File: config.mk
export PLATFORM = sky130hd
export DESIGN_NAME = fetch_sequencer
export DESIGN_NICKNAME = d
export VERILOG_FILES = /design/src/rtl/fetch_sequencer.sv
export SDC_FILE = /design/constraint.sdc
export NUM_CORES = 1
export LEC_CHECK = 0
export CAP_MARGIN = 30
export CORE_ASPECT_RATIO = 1.5
export CORE_MARGIN = 4
export CORE_UTILIZATION = 50
export CTS_BUF_LIST = sky130_fd_sc_hd__clkbuf_2
export DETAILED_ROUTE_END_ITERATION = 10
export PLACE_DENSITY = 0.82
export SETUP_SLACK_MARGIN = 0.02
export SLEW_MARGIN = 5
export SYNTH_ARGS = -nofsm -noshare
export SYNTH_HDL_FRONTEND = slang
export SYNTH_SLANG_ARGS = --single-unit
File: constraint.sdc
create_clock -name CLK -period 3.4 [get_ports CLK]
set_clock_uncertainty 0.1 [all_clocks]
set_input_delay 0.68 -clock CLK [delete_from_list [all_inputs] [get_ports CLK]]
set_output_delay 0.68 -clock CLK [all_outputs]
set_load 0.05 [all_outputs]
File: src/rtl/fetch_sequencer.sv
// Fetch-stage sequencer: owns the fetch PC and drives the fetch register's
// load/hold/flush controls. It also keeps fetch and miss performance counters.
module fetch_sequencer #(
    parameter logic [31:0] RESET_VECTOR = 32'h0000_0000
) (
    input  logic        CLK,
    input  logic        RST,
    input  logic        CACHE_READY,
    input  logic        PIPELINE_STALL,
    input  logic        BRANCH_TAKEN,
    input  logic [31:0] BRANCH_TARGET,
    output logic [31:0] PC,
    output logic        PC_VALID,
    output logic        STALL_INSTRUCTION_FETCH_STAGE,
    output logic        CLEAR_INSTRUCTION_FETCH_STAGE,
    output logic [31:0] FETCH_COUNT,
    output logic [15:0] MISS_COUNT
);

    localparam int unsigned PC_W   = 32;
    localparam int unsigned MISS_W = 16;

    typedef enum logic [1:0] {
        BOOT = 2'd0,
        RUN  = 2'd1,
        MISS = 2'd2
    } state_t;

    state_t              state_q, state_d;
    logic [PC_W-1:0]     pc_q, pc_d;
    logic [PC_W-1:0]     fetch_q, fetch_d;
    logic [MISS_W-1:0]   miss_q, miss_d;
    logic                clear, stall, valid, accept;

    // Fetch-register controls and next-state/next-PC/counter logic
    always_comb begin
        state_d = state_q;
        pc_d    = pc_q;
        fetch_d = fetch_q;
        miss_d  = miss_q;
        clear   = 1'b1;
        stall   = 1'b0;
        valid   = 1'b0;
        accept  = 1'b0;

        if (!RST) begin
            clear  = (state_q == BOOT) | BRANCH_TAKEN;
            stall  = PIPELINE_STALL & ~clear;
            valid  = (state_q != BOOT) & CACHE_READY & ~clear;
            accept = valid & ~stall;

            if (state_q == BOOT) begin
                pc_d = pc_q;
            end else if (BRANCH_TAKEN) begin
                pc_d = {BRANCH_TARGET[31:2], 2'b00};
            end else if (stall) begin
                pc_d = pc_q;
            end else if (CACHE_READY) begin
                pc_d = pc_q + PC_W'(4);
            end

            unique case (state_q)
                BOOT: state_d = RUN;
                RUN: begin
                    if (!BRANCH_TAKEN && !PIPELINE_STALL && !CACHE_READY) begin
                        state_d = MISS;
                        if (miss_q != {MISS_W{1'b1}}) begin
                            miss_d = miss_q + MISS_W'(1);
                        end
                    end
                end
                MISS: begin
                    if (BRANCH_TAKEN || (CACHE_READY && !PIPELINE_STALL)) begin
                        state_d = RUN;
                    end
                end
                default: state_d = BOOT;
            endcase

            if (accept) begin
                fetch_d = fetch_q + PC_W'(1);
            end
        end
    end

    always_ff @(posedge CLK) begin
        if (RST) begin
            state_q <= BOOT;
            pc_q    <= RESET_VECTOR;
            fetch_q <= '0;
            miss_q  <= '0;
        end else begin
            state_q <= state_d;
            pc_q    <= pc_d;
            fetch_q <= fetch_d;
            miss_q  <= miss_d;
        end
    end

    assign PC                            = pc_q;
    assign PC_VALID                      = valid;
    assign STALL_INSTRUCTION_FETCH_STAGE = stall;
    assign CLEAR_INSTRUCTION_FETCH_STAGE = clear;
    assign FETCH_COUNT                   = fetch_q;
    assign MISS_COUNT                    = miss_q;

endmodule

== After elaboration in Yosys (flattened, before gate mapping) ==
Cells that the tools add are included.

* Bits of input ports: 37
* Logic and storage cells: 43
* Bits in registers: 82
* Output and inout port bits: 83

* Add/sub/neg operators: 3
* Equal/unequal tests: 6
* Mux-type cells: 9
* Bitwise operators: 8
* Reduce and logical (&&, ||, !) cells: 13

{| class="wikitable"
|+ Operators by type and width
! operator !! number
|-
| two-way mux 32 bit || 3
|-
| adder 32 x 1 -> 32 bit (second input constant) || 1
|-
| adder 32 x 3 -> 32 bit (second input constant) || 1
|-
| adder 16 x 1 -> 16 bit (second input constant) || 1
|-
| inequality test 16 bit (second input constant) || 1
|-
| inequality test 2 bit (second input constant) || 3
|-
| one-hot mux 2 bit (3 select lines) || 1
|-
| AND reduction 3 bit || 2
|-
| bitwise AND 1 bit || 4
|-
| two-way mux 2 bit || 2
|-
| nonzero test 2 bit || 2
|-
| logical AND 1 bit || 3
|-
| zero test 1 bit || 3
|-
| two-way mux 1 bit || 3
|-
| NOT 1 bit || 3
|-
| equality test 2 x 1 -> 1 bit (second input constant) || 1
|-
| equality test 2 bit (second input constant) || 1
|-
| zero test 2 bit || 1
|-
| AND reduction 2 bit || 1
|-
| logical OR 1 bit || 1
|-
| OR 1 bit || 1
|}

== Logic depth before layout (Yosys ltp) ==
Gate-level depths: netlist of run 1.

* Depth in word-level cells: 6
* Mapped depth: 7

== Worst setup path before layout of run 1 ==
OpenSTA, ideal clock, no wires.

* Kind: register -> register
* Start point: reg fetch_q[8], in the netlist FETCH_COUNT[8]
* End point: reg fetch_q[24], in the netlist FETCH_COUNT[24]
* Clock period less this slack: 2898 ps
* Required time: 3230 ps
* Arrival time: 2727 ps
* Stages on the path, launching flop included: 8
* Buffers on the path: 2
* Library setup time: 70 ps
* Path slack: 502 ps
* Path through: dfxtp_1 > and4_4 > or4b_1 > buf_2 > or4_4 > buf_6 > or3_1 > a21oi_1

* Cells in the longest elaborated chain, start to end: 1

{| class="wikitable"
|+ Ends and longest elaborated chain
! element !! line !! text
|-
| start, declared || 31 || <nowiki>logic [PC_W-1:0] fetch_q, fetch_d;</nowiki>
|-
| start signal, assigned || 95 || <nowiki>fetch_q <= fetch_d;</nowiki>
|-
| adder 32 x 1 -> 32 bit || 81 || <nowiki>fetch_d = fetch_q + PC_W'(1);</nowiki>
|}

Every way passes these cells.
A chain may end at the register's enable or synchronous reset.

== Final worst setup path of run 1 ==
* Start point: reg state_q[0]
* End point: out CLEAR_INSTRUCTION_FETCH_STAGE

* Cells in the longest elaborated chain, start to end: 3

{| class="wikitable"
|+ Ends and longest elaborated chain
! element !! line !! text
|-
| start, declared || 29 || <nowiki>state_t state_q, state_d;</nowiki>
|-
| start signal, assigned || 93 || <nowiki>state_q <= state_d;</nowiki>
|-
| zero test 2 bit || 47 || <nowiki>clear = (state_q == BOOT) | BRANCH_TAKEN;</nowiki>
|-
| OR 1 bit || 47 ||
|-
| two-way mux 1 bit || 46 || <nowiki>if (!RST) begin</nowiki>
|-
| end, declared || 15 || <nowiki>output logic CLEAR_INSTRUCTION_FETCH_STAGE,</nowiki>
|}

Every way passes these cells.

==> results of run 1 <==
==> stage by stage <==
| stage | worst slack, ps | std cells | instance area [µm²] |
|---|---|---|---|
| floorplan | 502 | 574 | 4450 |
| global placement | 323 | 776 | 5690 |
| detailed placement | 312 | 776 | 5690 |
| CTS | 251 | 792 | 5790 |
| global route | 178 | 793 | 5790 |
| finish | 293 | 793 | 5790 |
==> metal layers <==
| layer | GRT usage (%) | up-vias | share of wire, % |
|---|---|---|---|
| li1 | - | 2313 | - |
| met4 | 10.1 | 0 | 2.3 |
| met2 | 41.8 | 158 | 52 |
| met1 | 29.4 | 2215 | 41 |
| met5 | 0 | - | 0 |
| met3 | 5.07 | 28 | 5.7 |
==> cells in the mapped netlist, types with 8 or more instances <==
cell type / number / share of area, %
a21oi_1: 35 / 3.9
a31oi_1: 10 / 1.4
and3_1: 9 / 1.3
clkbuf_1: 23 / 1.9
dfxtp_1: 80 / 36
inv_1: 12 / 1.0
mux2i_1: 8 / 1.8
nand2_1: 54 / 4.6
nand3_1: 35 / 3.9
nand4_1: 22 / 3.1
nor2_1: 57 / 4.8
nor2b_1: 8 / 1.1
nor3_1: 21 / 2.4
nor4_1: 15 / 2.1
o21ai_0: 35 / 3.9
or3_1: 16 / 2.3
xnor2_1: 13 / 2.6
xor2_1: 15 / 3.0
==> sequential cells by signal, summed over array words and instances (netlist names) <==
name         cells
PC              30
state_q          2
MISS_COUNT      16
FETCH_COUNT     32
==> kinds of logic after synthesis <==
family          after synthesis  synth area share (%)
flops                        80                  36.0
other cells                   1                0.0844
buf+inv                      44                  4.25
compound gates              131                  18.6
mux                           9                  2.06
fa+ha+maj                     3                 0.845
simple gates                277                  32.6
xor+xnor                     28                  5.52
==> layout make-up <==
class	count	area share, %
Tap cell	107	2.31
Timing Repair Buffer	126	21.5
Sequential cell	80	27.6
Multi-Input combinational cell	450	45.9
Clock buffer	12	1.04
Clock inverter	4	0.778
Inverter	13	0.842
Antenna cell	1	0.0432
==> cells in the final DEF (no fill, tap or decap), drive strengths merged, types with 9 or more instances in the layout <==
| master | count |
|---|---|
| a21oi | 35 |
| a31oi | 10 |
| and3 | 9 |
| buf | 15 |
| clkbuf | 12 |
| clkdlybuf4s50 | 111 |
| dfxtp | 80 |
| inv | 12 |
| nand2 | 54 |
| nand3 | 35 |
| nand4 | 22 |
| nor2 | 57 |
| nor3 | 21 |
| nor4 | 15 |
| o21ai | 36 |
| or3 | 19 |
| xnor2 | 13 |
| xor2 | 15 |
==> worst min path at each step <==
stage                          from              end  slack (ps)  depth (start not counted)
floorplan                state_q[0]       state_q[0]         450                          2
global placement    FETCH_COUNT[26]  FETCH_COUNT[26]         380                          2
detailed placement  FETCH_COUNT[26]  FETCH_COUNT[26]         390                          2
CTS                             RST  FETCH_COUNT[29]         300                          2
global route                    RST   FETCH_COUNT[0]         300                          2
finish                          RST  FETCH_COUNT[29]         330                          2
==> report_power, final <==
group / total [mW] / internal, mW / switching, mW
Combinational: 0.350 / 0.135 / 0.215
Sequential: 1.01 / 0.967 / 0.0445
Clock: 0.496 / 0.174 / 0.321
Total: 1.86 / 1.28 / 0.581
==> summary.md, run 1 <==
| Metric | Value |
|---|---|
| Vias in the first global route | 4484 |
| Worst hold slack | ~330 ps |
| Top Ports | between 100 and 150 |
| Peak supply drop | roughly 0.22 mV |
| Max Root-Sink Buffers | 2 |
| Cells along the critical path | or2_2 -> nand2_1 -> clkdlybuf4s50_1 |
| Clk root buf | clkbuf_2 |
| CP endpoint kind | output pin |
| GP Congestion | 0.867 |
| Most used DFF post-synth | dfxtp_1 |
| CP Launch Point | state_q[0] |
| Crit-path max FO | 18 |
| Post-synthesis sequential area ratio | between 30% and 40% |
| Largest net degree at the start of global routing | 70 |
| Core ar. | about 8600 µm² |
| Vias per inst | ~6 |
| Slew margin rel. | between 40% and 50% |
| PostCTS Resize Cnt | 0 |
| Slew Viols, Final | 0 |
| Port Buffers | about 120 |
| Status | finished clean |
| Fillers | 754 |
| Sequential cell area | between 1500 and 2000 µm² |
| Kind of critical path | reg -> out |
| Max Cap Violations | 0 |
| Die height | 123 µm |
| FF-to-FF setup slack | approximately 630 ps |
| Post-CTS Setup Repair Bufs | 0 |
| Crit path required time | between 2000 and 3000 ps |
| H-tree depth | 3 |
| Reg2reg path depth | 5 |
| Num CTS Buffers | 9 |
| Seq cells post-synth | 80 |
| DPL Wire Length | approximately 9.2 mm |
| First-pass GRT wire length | about 21 mm |
| Async SR Flop Fraction | 0% |
| Unrepaired setup endpoints after global routing | false |
| Hold buffers post-CTS | 0 |
| Critical path's top delay family | buffers and inverters |
| Fin crit period | 3110 ps |
| Die area | approximately 10000 µm² |
| Post-Route WL | about 13 mm |
| Layout area overhead | 30.3% |
| Drt pass-1 iters | 4 |
| Tightest Pin Transition | between 800 and 900 ps |
| Antenna-violating nets left | 0 |
| Final Util | about two thirds |
| Initial antenna violation count | 1 |
| Setup total negative slack | 0 ps |
| Worst reg2reg startpoint | FETCH_COUNT[2] |
| Area taken by multi-input logic gates | between 2000 and 3000 µm² |
| Final hold viol count | 0 |
| Mean Syn Cell Area | roughly 7.8 µm² |
| Overall Global Routing Usage | roughly 24% |
| Detailed-route wire length per cell | 16.0 µm |
| WP data arrival | between 2000 and 2500 ps |
| Post-route clock period utilization | 91.4% |
| Crit-path max cell delay | about 800 ps |
| Pwr Density | 321 nW/µm² |
| Initial Util | 51.9% |
| Fmax | 322 MHz |
| Die W | ~85 µm |
| Worst min path class | in -> reg |
| Final nets | slightly above 700 |
| Drt first-iter violations | about 350 |
| Buf+Inv Stages, Crit Path | 1 |
| DR DRC count | 0 |
| Netlist cell types | 61 |
| Reg clk slew, reported paths | ~210 ps |
| Clk_lat worst skew | 540 ps |
| Ys Warns | 0 |
| Site Rows | between 40 and 50 |
| Post-Syn Instances | roughly 570 |
| Leakage power | 1.86 nW |
| Layout cells sized above 1 | under 10% |
| FF-to-FF End | FETCH_COUNT[20] |
| Via count | 4714 |
| Post-synth EDFFs | 0 |
| CP Depth | 3 |
| CTS Sinks | 80 |
| CTS tree | done |
| Final number of setup-violating endpoints | 0 |
| Design Power | approximately 1.9 mW |
| Crit path max-delay cell type | clkdlybuf4s50_1 |
| Crit start category | flop |
| Mapped Area | between 4000 and 5000 µm² |
| CP endpoint | CLEAR_INSTRUCTION_FETCH_STAGE |
| Total grt overflow | 0 |
Power figures use the tool's default switching activity.
==> run 2: changes to the inputs <==
CTS_BUF_LIST = sky130_fd_sc_hd__clkbuf_4   (was sky130_fd_sc_hd__clkbuf_2)
SKIP_LAST_GASP = 1   (was unset)
==> summary.md, run 2 (synthesis results as in run 1) <==
| Metric | Value |
|---|---|
| Slew Viols, Final | 0 |
| Final worst slack | between 400 and 500 ps |
| Setup WS pre-CTS | about 310 ps |
| Kind of critical path | reg -> out |
| Port Buffers | approximately 120 |
| FF-to-FF setup slack | 640 ps |
| Crit start category | flop |
| Drt first-iter violations | around 320 |
| CP endpoint | CLEAR_INSTRUCTION_FETCH_STAGE |
| Die height | 123 µm |
| Reg2reg path depth | 5 |
| Clk_lat worst skew | between 400 and 500 ps |
| Crit-path max FO | 18 |
| Post-CTS Setup Repair Bufs | 0 |
| Max Cap Violations | 0 |
| H-tree depth | 3 |
| Die area | about 10000 µm² |
| Post-Route WL | 12.8 mm |
| Largest net degree at the start of global routing | 70 |
| Overall Global Routing Usage | around 24% |
| CP endpoint kind | output pin |
| Vias per inst | approximately 6.0 |
| Post-route clock period utilization | between 80% and 90% |
| WP data arrival | 2200 ps |
| Max reg flops | 32 |
| Tightest Pin Transition | between 800 and 900 ps |
| Via count | 4745 |
| Commonest non-fill, non-tap cell in the layout | clkdlybuf4s50_1 |
| CP Launch Point | state_q[0] |
| Clk root buf | clkbuf_4 |
| Die W | ~85 µm |
| PostCTS Resize Cnt | 0 |
| Placed Instances | just under 800 |
| Layout area overhead | 31.0% |
| Crit path required time | 2620 ps |
| CTS tree | done |
| Total grt overflow | 0 |
| Initial Util | slightly above 50% |
| Unrepaired setup endpoints after global routing | false |
| Top Ports | 120 |
| Leakage power | around 1.9 nW |
| Num CTS Buffers | 9 |
| Final number of setup-violating endpoints | 0 |
| DR DRC count | 0 |
| Max Root-Sink Buffers | 2 |
| Site Rows | 41 |
| FF-to-FF End | FETCH_COUNT[20] |
| Hold buffers post-CTS | 0 |
| Layout cells sized above 1 | 6.72% |
| Final nets | 720 |
| Initial antenna violation count | 1 |
| CTS Sinks | 80 |
| Vias in the first global route | 4461 |
| Fin crit period | roughly 3000 ps |
| Worst reg2reg startpoint | FETCH_COUNT[2] |
| Non-Filler Instances | 793 |
| Antenna-violating nets left | 0 |
| Peak supply drop | ~0.25 mV |
| Final hold viol count | 0 |
| First-pass GRT wire length | about 21 mm |
| Drt pass-1 iters | 5 |
| Worst min path class | reg -> reg |
| Fmax | 336 MHz |
| Core ar. | around 8600 µm² |
| Slew margin rel. | a little over two fifths |
| DPL Wire Length | roughly 9.2 mm |
| Detailed-route wire length per cell | about 16 µm |
| Status | finished clean |
| Setup total negative slack | 0 ps |
| Reg clk slew, reported paths | around 120 ps |
| Most frequent cells in the layout | clkdlybuf4s50_1, dfxtp_1, nor2_1 |
| GP Congestion | just under 0.9 |
| Pwr Density | 330 nW/µm² |
-- run 2: cell counts in the layout (fill, tap and decap cells not counted) --
Identical to the previous run, type by type.
-- run 2: final cells by class --
cell class,count,area (µm²)
Sequential cell,80,1600
Antenna cell,1,2.50
Multi-Input combinational cell,450,2660
Fill cell,746,2740
Tap cell,107,134
Clock inverter,4,45.0
Clock buffer,12,90.1
Inverter,13,48.8
Timing Repair Buffer,126,1240
-- run 2: power by group --
part           internal [mW]  switching, mW
registers              0.965         0.0445
clock network          0.245          0.320
logic                  0.135          0.215
total                   1.34          0.580
-- run 2: how the worst min path moves through the flow --
stage | cells past startpoint | slack, ps | endpoint | from
after global placement | 2 | 380 | FETCH_COUNT[26] | FETCH_COUNT[26]
after floorplan | 2 | 450 | state_q[0] | state_q[0]
final | 2 | 410 | FETCH_COUNT[26] | FETCH_COUNT[26]
after CTS | 2 | 410 | FETCH_COUNT[26] | FETCH_COUNT[26]
after global routing | 2 | 440 | FETCH_COUNT[26] | FETCH_COUNT[26]
after detailed placement | 2 | 390 | FETCH_COUNT[26] | FETCH_COUNT[26]
-- run 2: per-stage QoR --
step | utilization, % | hold slack [ps] | total power [mW] | cell area [µm²]
floorplan | - | 451 | 1.24 | 4450
CTS | 67.9 | 410 | 1.94 | 5820
detailed placement | 66.4 | 392 | 1.38 | 5690
finish | 68.0 | 414 | 1.92 | 5820
global placement | 66.4 | 383 | 1.37 | 5690
global route | 68.0 | 440 | 2.01 | 5820
-- run 2: metal layers --
layer,wire (µm),track usage (%)
met5,0,0
met1,5160,29.3
met4,282,10.5
met3,704,4.27
met2,6600,42.3
-- run 2: worst max-delay path: stages, from the launching register on --
cell,delay [ps]
dfxtp_1,370
or2_2,470
nand2_1,120
clkdlybuf4s50_1,800
